### config.mk
export PLATFORM = sky130hd
export DESIGN_NAME = led_pattern_gen
export DESIGN_NICKNAME = d
export VERILOG_FILES = /design/src/rtl/led_pattern_gen.sv
export SDC_FILE = /design/constraint.sdc
export NUM_CORES = 1
export LEC_CHECK = 0
export CAP_MARGIN = 20
export CORE_MARGIN = 4
export CORE_UTILIZATION = 45
export CTS_CLUSTER_SIZE = 40
export DETAILED_ROUTE_END_ITERATION = 6
export GPL_TIMING_DRIVEN = 0
export PLACE_DENSITY_LB_ADDON = 0.1
export SLEW_MARGIN = 10
export SYNTH_ARGS = -nofsm -noshare
export SYNTH_HDL_FRONTEND = slang
export SYNTH_SLANG_ARGS = --single-unit
### constraint.sdc
create_clock -name CLOCK_50 -period 3.3 [get_ports CLOCK_50]
set_input_delay 0.66 -clock CLOCK_50 [delete_from_list [all_inputs] [get_ports CLOCK_50]]
set_output_delay 0.66 -clock CLOCK_50 [all_outputs]
set_load 0.005 [all_outputs]
### src/rtl/led_pattern_gen.sv
// LED pattern generator: programmable prescaler tick driving one of four
// LED patterns (binary count, all-blink, bouncing dot, PWM breathing).
module led_pattern_gen #(
  parameter int N_LEDS   = 10,
  parameter int TICK_DIV = 5000000,
  parameter int PWM_W    = 8
) (
  input  logic              CLOCK_50,
  input  logic              RESET_N,
  input  logic [1:0]        MODE,
  input  logic [1:0]        SPEED,
  input  logic              PAUSE,
  output logic [N_LEDS-1:0] LEDR,
  output logic              TICK
);

  localparam int PRE_W = $clog2(TICK_DIV + 1);
  localparam int POS_W = $clog2(N_LEDS);

  localparam logic [PRE_W-1:0] DIV_V        = PRE_W'(TICK_DIV);
  localparam logic [POS_W-1:0] POS_TOP      = POS_W'(N_LEDS - 1);
  localparam logic [POS_W-1:0] POS_NEXT_TOP = POS_W'(N_LEDS - 2);
  localparam logic [PWM_W-1:0] DUTY_TOP     = '1;

  typedef enum logic [1:0] {
    MODE_COUNT   = 2'b00,
    MODE_BLINK   = 2'b01,
    MODE_BOUNCE  = 2'b10,
    MODE_BREATHE = 2'b11
  } mode_e;

  typedef enum logic {
    DIR_UP   = 1'b0,
    DIR_DOWN = 1'b1
  } dir_e;

  mode_e             mode_q, mode_d, mode_in;
  dir_e              dir_q, dir_d;
  logic [PRE_W-1:0]  pre_q, pre_d, per_m1;
  logic              tick_q, tick_d;
  logic [N_LEDS-1:0] cnt_q, cnt_d;
  logic              phase_q, phase_d;
  logic [POS_W-1:0]  pos_q, pos_d;
  logic [PWM_W-1:0]  duty_q, duty_d;
  logic [PWM_W-1:0]  pwm_q, pwm_d;
  logic [N_LEDS-1:0] leds_q, leds_d;

  // Map the registered pattern state onto the LED bank.
  function automatic logic [N_LEDS-1:0] led_decode(
    input mode_e             mode,
    input logic [N_LEDS-1:0] cnt,
    input logic              phase,
    input logic [POS_W-1:0]  pos,
    input logic [PWM_W-1:0]  duty,
    input logic [PWM_W-1:0]  pwm
  );
    logic [N_LEDS-1:0] leds;
    case (mode)
      MODE_COUNT:  leds = cnt;
      MODE_BLINK:  leds = {N_LEDS{phase}};
      MODE_BOUNCE: leds = N_LEDS'(1) << pos;
      default:     leds = (pwm < duty) ? '1 : '0;
    endcase
    return leds;
  endfunction

  // Next-state: mode change beats pause, pause beats prescaler and tick.
  always_comb begin
    mode_in = mode_e'(MODE);
    per_m1  = (DIV_V >> SPEED) - PRE_W'(1);
    mode_d  = mode_in;
    dir_d   = dir_q;
    pre_d   = pre_q;
    tick_d  = 1'b0;
    cnt_d   = cnt_q;
    phase_d = phase_q;
    pos_d   = pos_q;
    duty_d  = duty_q;
    pwm_d   = pwm_q + PWM_W'(1);
    leds_d  = led_decode(mode_q, cnt_q, phase_q, pos_q, duty_q, pwm_q);

    if (mode_in != mode_q) begin
      // Restart the new pattern from its origin with a full prescaler period.
      pre_d   = '0;
      cnt_d   = '0;
      phase_d = 1'b0;
      pos_d   = '0;
      duty_d  = '0;
      pwm_d   = '0;
      dir_d   = DIR_UP;
    end else if (!PAUSE) begin
      // ">=" rather than "==" so a speed-up past the current count fires at once.
      if (pre_q >= per_m1) begin
        pre_d  = '0;
        tick_d = 1'b1;
      end else begin
        pre_d = pre_q + PRE_W'(1);
      end

      if (tick_q) begin
        case (mode_q)
          MODE_COUNT: cnt_d = cnt_q + N_LEDS'(1);
          MODE_BLINK: phase_d = ~phase_q;
          MODE_BOUNCE: begin
            if (dir_q == DIR_UP) begin
              if (pos_q == POS_TOP) begin
                dir_d = DIR_DOWN;
                pos_d = POS_NEXT_TOP;
              end else begin
                pos_d = pos_q + POS_W'(1);
              end
            end else begin
              if (pos_q == '0) begin
                dir_d = DIR_UP;
                pos_d = POS_W'(1);
              end else begin
                pos_d = pos_q - POS_W'(1);
              end
            end
          end
          default: begin
            if (dir_q == DIR_UP) begin
              if (duty_q == DUTY_TOP) begin
                dir_d  = DIR_DOWN;
                duty_d = duty_q - PWM_W'(1);
              end else begin
                duty_d = duty_q + PWM_W'(1);
              end
            end else begin
              if (duty_q == '0) begin
                dir_d  = DIR_UP;
                duty_d = PWM_W'(1);
              end else begin
                duty_d = duty_q - PWM_W'(1);
              end
            end
          end
        endcase
      end
    end
  end

  // State registers with synchronous active-low reset.
  always_ff @(posedge CLOCK_50) begin
    if (!RESET_N) begin
      mode_q  <= mode_e'(MODE);
      dir_q   <= DIR_UP;
      pre_q   <= '0;
      tick_q  <= 1'b0;
      cnt_q   <= '0;
      phase_q <= 1'b0;
      pos_q   <= '0;
      duty_q  <= '0;
      pwm_q   <= '0;
      leds_q  <= '0;
    end else begin
      mode_q  <= mode_d;
      dir_q   <= dir_d;
      pre_q   <= pre_d;
      tick_q  <= tick_d;
      cnt_q   <= cnt_d;
      phase_q <= phase_d;
      pos_q   <= pos_d;
      duty_q  <= duty_d;
      pwm_q   <= pwm_d;
      leds_q  <= leds_d;
    end
  end

  assign LEDR = leds_q;
  assign TICK = tick_q;

endmodule

==> impl_metrics.tcl <==
set metrics [dict create \
    outcome "finished, final reports clean" \
    root_buffer "clkbuf_8" \
    finalSetupViolCount 0 \
    holdPathEnd "pwm_q[0]" \
    clkPwrFrac_pct 45.6 \
    initialDrtViolationCount 103 \
    synth.yosys.seq_area_share_pct 33.1 \
    core_area_mm2 0.00881 \
    cts_max_level 3 \
    synth_area_leader_cell "dfxtp_1" \
    min-delay-start "pwm_q[0]" \
    power.leakage_nw 1.75 \
    syn-num-nets 549 \
    grt_max_degree 12 \
    cts_tree "done" \
    holdWs_ps 484 \
    post-route-util_pct 53.2 \
    startpoint_type "input pin" \
    port_buffers 17 \
    hold_depth 1 \
    insertedDiodeCount 0 \
    peakVddDrop_uv 197 \
    clock-sinks 68 \
    worst_pin_slew_ps 782 \
    ys_warn_count 0 \
    layout-drive-gt1-share_pct 6.54 \
    die_y_um 104 \
    synth_flop_cell "dfxtp_1" \
    cts_buffers 9 \
    crit_chain "dlymetal6s2s_1, inv_1, ha_2, inv_1, ha_1, nand2_1, or3_1, o22ai_1, a2111oi_4, a21oi_1, buf_4, nor3_1" \
    synthArstFlopShare_pct 0 \
    period_needed_ps 2900 \
    max_stage_delay_ps 400 \
    clk_pin_slew_worst_paths_ps 80 \
    grt_first_pass_wirelength_um 15900 \
    worst_slack_ps 398 \
    slew_headroom_pct 47.8 \
    vias_per_cell 5.52 \
    maxSlewViolCount 0 \
    final-hold-violation-count 0 \
    route.detailed.drc 0 \
    final_common_cell "dfxtp_1" \
    timing.rr.start "pre_q[22]" \
    clock_skew_ps 10.6 \
    p_per_area_mw_per_mm2 359 \
    ios 18 \
    p_comb_share_pct 5.3 \
    die-area_mm2 0.0107 \
    fin_crit_sh_pct 87.9 \
    ys_types 54 \
    die_w_um 104 \
    rsz0062_at_grt "no" \
    syn-cell-area_mm2 0.00411 \
    vias 3552 \
    synth-edff-count 0 \
    clk_latency_ps 350 \
    dr.pass1.iters 4 \
    netlist.area_leader.share_pct 33.1 \
    r2r_slack_ps 980 \
    cts_hold_buf 0 \
    p_int_mw 1.30 \
    timing.rr.end "pre_q[11]" \
    arrival_ps 3110 \
    p_sw_uw 385 \
    clockBufferDepth 2 \
    drv_cap 0 \
    ff2ff_path_depth 8 \
    end_kind "register" \
    grt_overflow 0 \
    p_seq_share_pct 49.1 \
    hpwl_um 6810 \
    criticalPathCategory "input pin to register" \
    nNetsFinal 578 \
    wl_per_cell_um 14.1 \
    antenna_found_initial 0 \
    p_total_mw 1.68 \
    crit_required_ps 3510 \
    grt.total_usage_pct 17.6 \
    gp_congestion 0.840 \
    fill_cells 876 \
    cp_max_fo 10 \
    avgSynthCellArea_um2 8.21 \
    grt_pass1_vias 3402 \
    start_util_pct 46.7 \
    tns_ps 0 \
    slowest_stage "ha_2" \
    critPathMostFrequentCell "inv_1" \
    areaGrowthSynthToFinish_pct 13.9 \
    synth_area_leaders "dfxtp_1 (33%), ha_1 (12%), xnor2_1 (4.5%)" \
    synthCells 501 \
    drtAntennaViolNets 0 \
    hp-class "register to register" \
    layout_common_cells "dfxtp_1 (68), nor2_1 (46), nand2_1 (41)" \
    wl_um 9060 \
    switching_share_pct 22.9 \
    pre_cts_ws_ps -785 \
    synth_seq_cells 68 \
    max_freq_mhz 345 \
    row_count 34 \
]
==> worst max-delay path, delay by kind of cell <==
kind / cells / cell delay (ps)
fa+ha+maj: 2 / 680
buf+inv: 4 / 630
compound gates: 3 / 630
simple gates: 3 / 510
==> kinds of logic (layout without fill, tap and decap cells) <==
| group | after synthesis | in the layout | synth area share [%] |
|---|---|---|---|
| flip-flops | 68 | 68 | 33.1 |
| adder cells (fa/ha/maj) | 41 | 41 | 12.5 |
| XOR/XNOR | 41 | 41 | 8.73 |
| buffers and inverters | 53 | 87 | 5.51 |
| AND/OR/NAND/NOR | 208 | 208 | 25.6 |
| AO/OA/AOI/OAI | 83 | 83 | 12.9 |
| multiplexers | 7 | 7 | 1.76 |
==> state kept, by name, summed over array words and instances, names as in the netlist <==
| signal | cells |
|---|---|
| duty_q | 8 |
| dir_q | 1 |
| pwm_q | 8 |
| LEDR | 10 |
| mode_q | 2 |
| pos_q | 4 |
| TICK | 1 |
| pre_q | 23 |
| cnt_q | 10 |
| phase_q | 1 |
==> worst max path at each step <==
stage / startpoint / end
final: SPEED[0] / pre_q[11]
after global routing: SPEED[0] / pre_q[20]
after CTS: SPEED[0] / pre_q[22]
after detailed placement: SPEED[1] / pre_q[13]
after global placement: SPEED[1] / pre_q[4]
after floorplan: SPEED[0] / pre_q[10]
==> timing repair <==
action	in CTS	in global routing
pin swaps	1	0
setup buffers	1	0
hold endpoints to repair	0	0
setup endpoints to repair	24	22
gates resized for setup	5	11
==> power groups by stage <==
stage / combinational, mW / sequential, mW / clock, mW
detailed placement: 0.0880 / 0.845 / 0
global route: 0.101 / 0.827 / 0.837
floorplan: 0.0561 / 0.845 / 0
finish: 0.0884 / 0.826 / 0.768
CTS: 0.0894 / 0.826 / 0.797
global placement: 0.0859 / 0.845 / 0
==> layer usage <==
layer  part of all wire [%]  track usage (%)  wire [µm]
met5                      0                0          0
met4                    1.9             6.17        176
met3                    2.8             3.42        255
met2                     48             30.9       4390
met1                     47             21.6       4240
==> layout make-up <==
cell class	count	area (µm²)	area share [%]
repair buffers	18	175	3.74
plain buffers	24	123	2.62
flip-flops and latches	68	1360	29.1
multi-input cells	380	2560	54.7
clock inverters	5	75.1	1.60
well taps	108	135	2.89
inverters	29	109	2.32
clock buffers	11	141	3.02
==> synthesized netlist by cell type, types with 4 or more instances <==
library cell / instances
mux2i_1: 5
nor2b_1: 4
nand4b_1: 5
and3_1: 9
nand2b_1: 4
nor3_1: 31
xor2_1: 20
o21ai_0: 19
a31oi_1: 4
or3_1: 6
nor2_1: 46
dfxtp_1: 68
clkbuf_1: 15
inv_1: 28
nand3_1: 35
a211oi_1: 8
a21oi_1: 29
nand2_1: 41
nand4_1: 12
ha_1: 41
xnor2_1: 21
==> stage by stage <==
stage,cells,area [µm²]
floorplan,501,4110
detailed placement,626,4420
global route,643,4680
CTS,643,4670
finish,643,4680
global placement,626,4420
(Power assumes the default switching activity.)
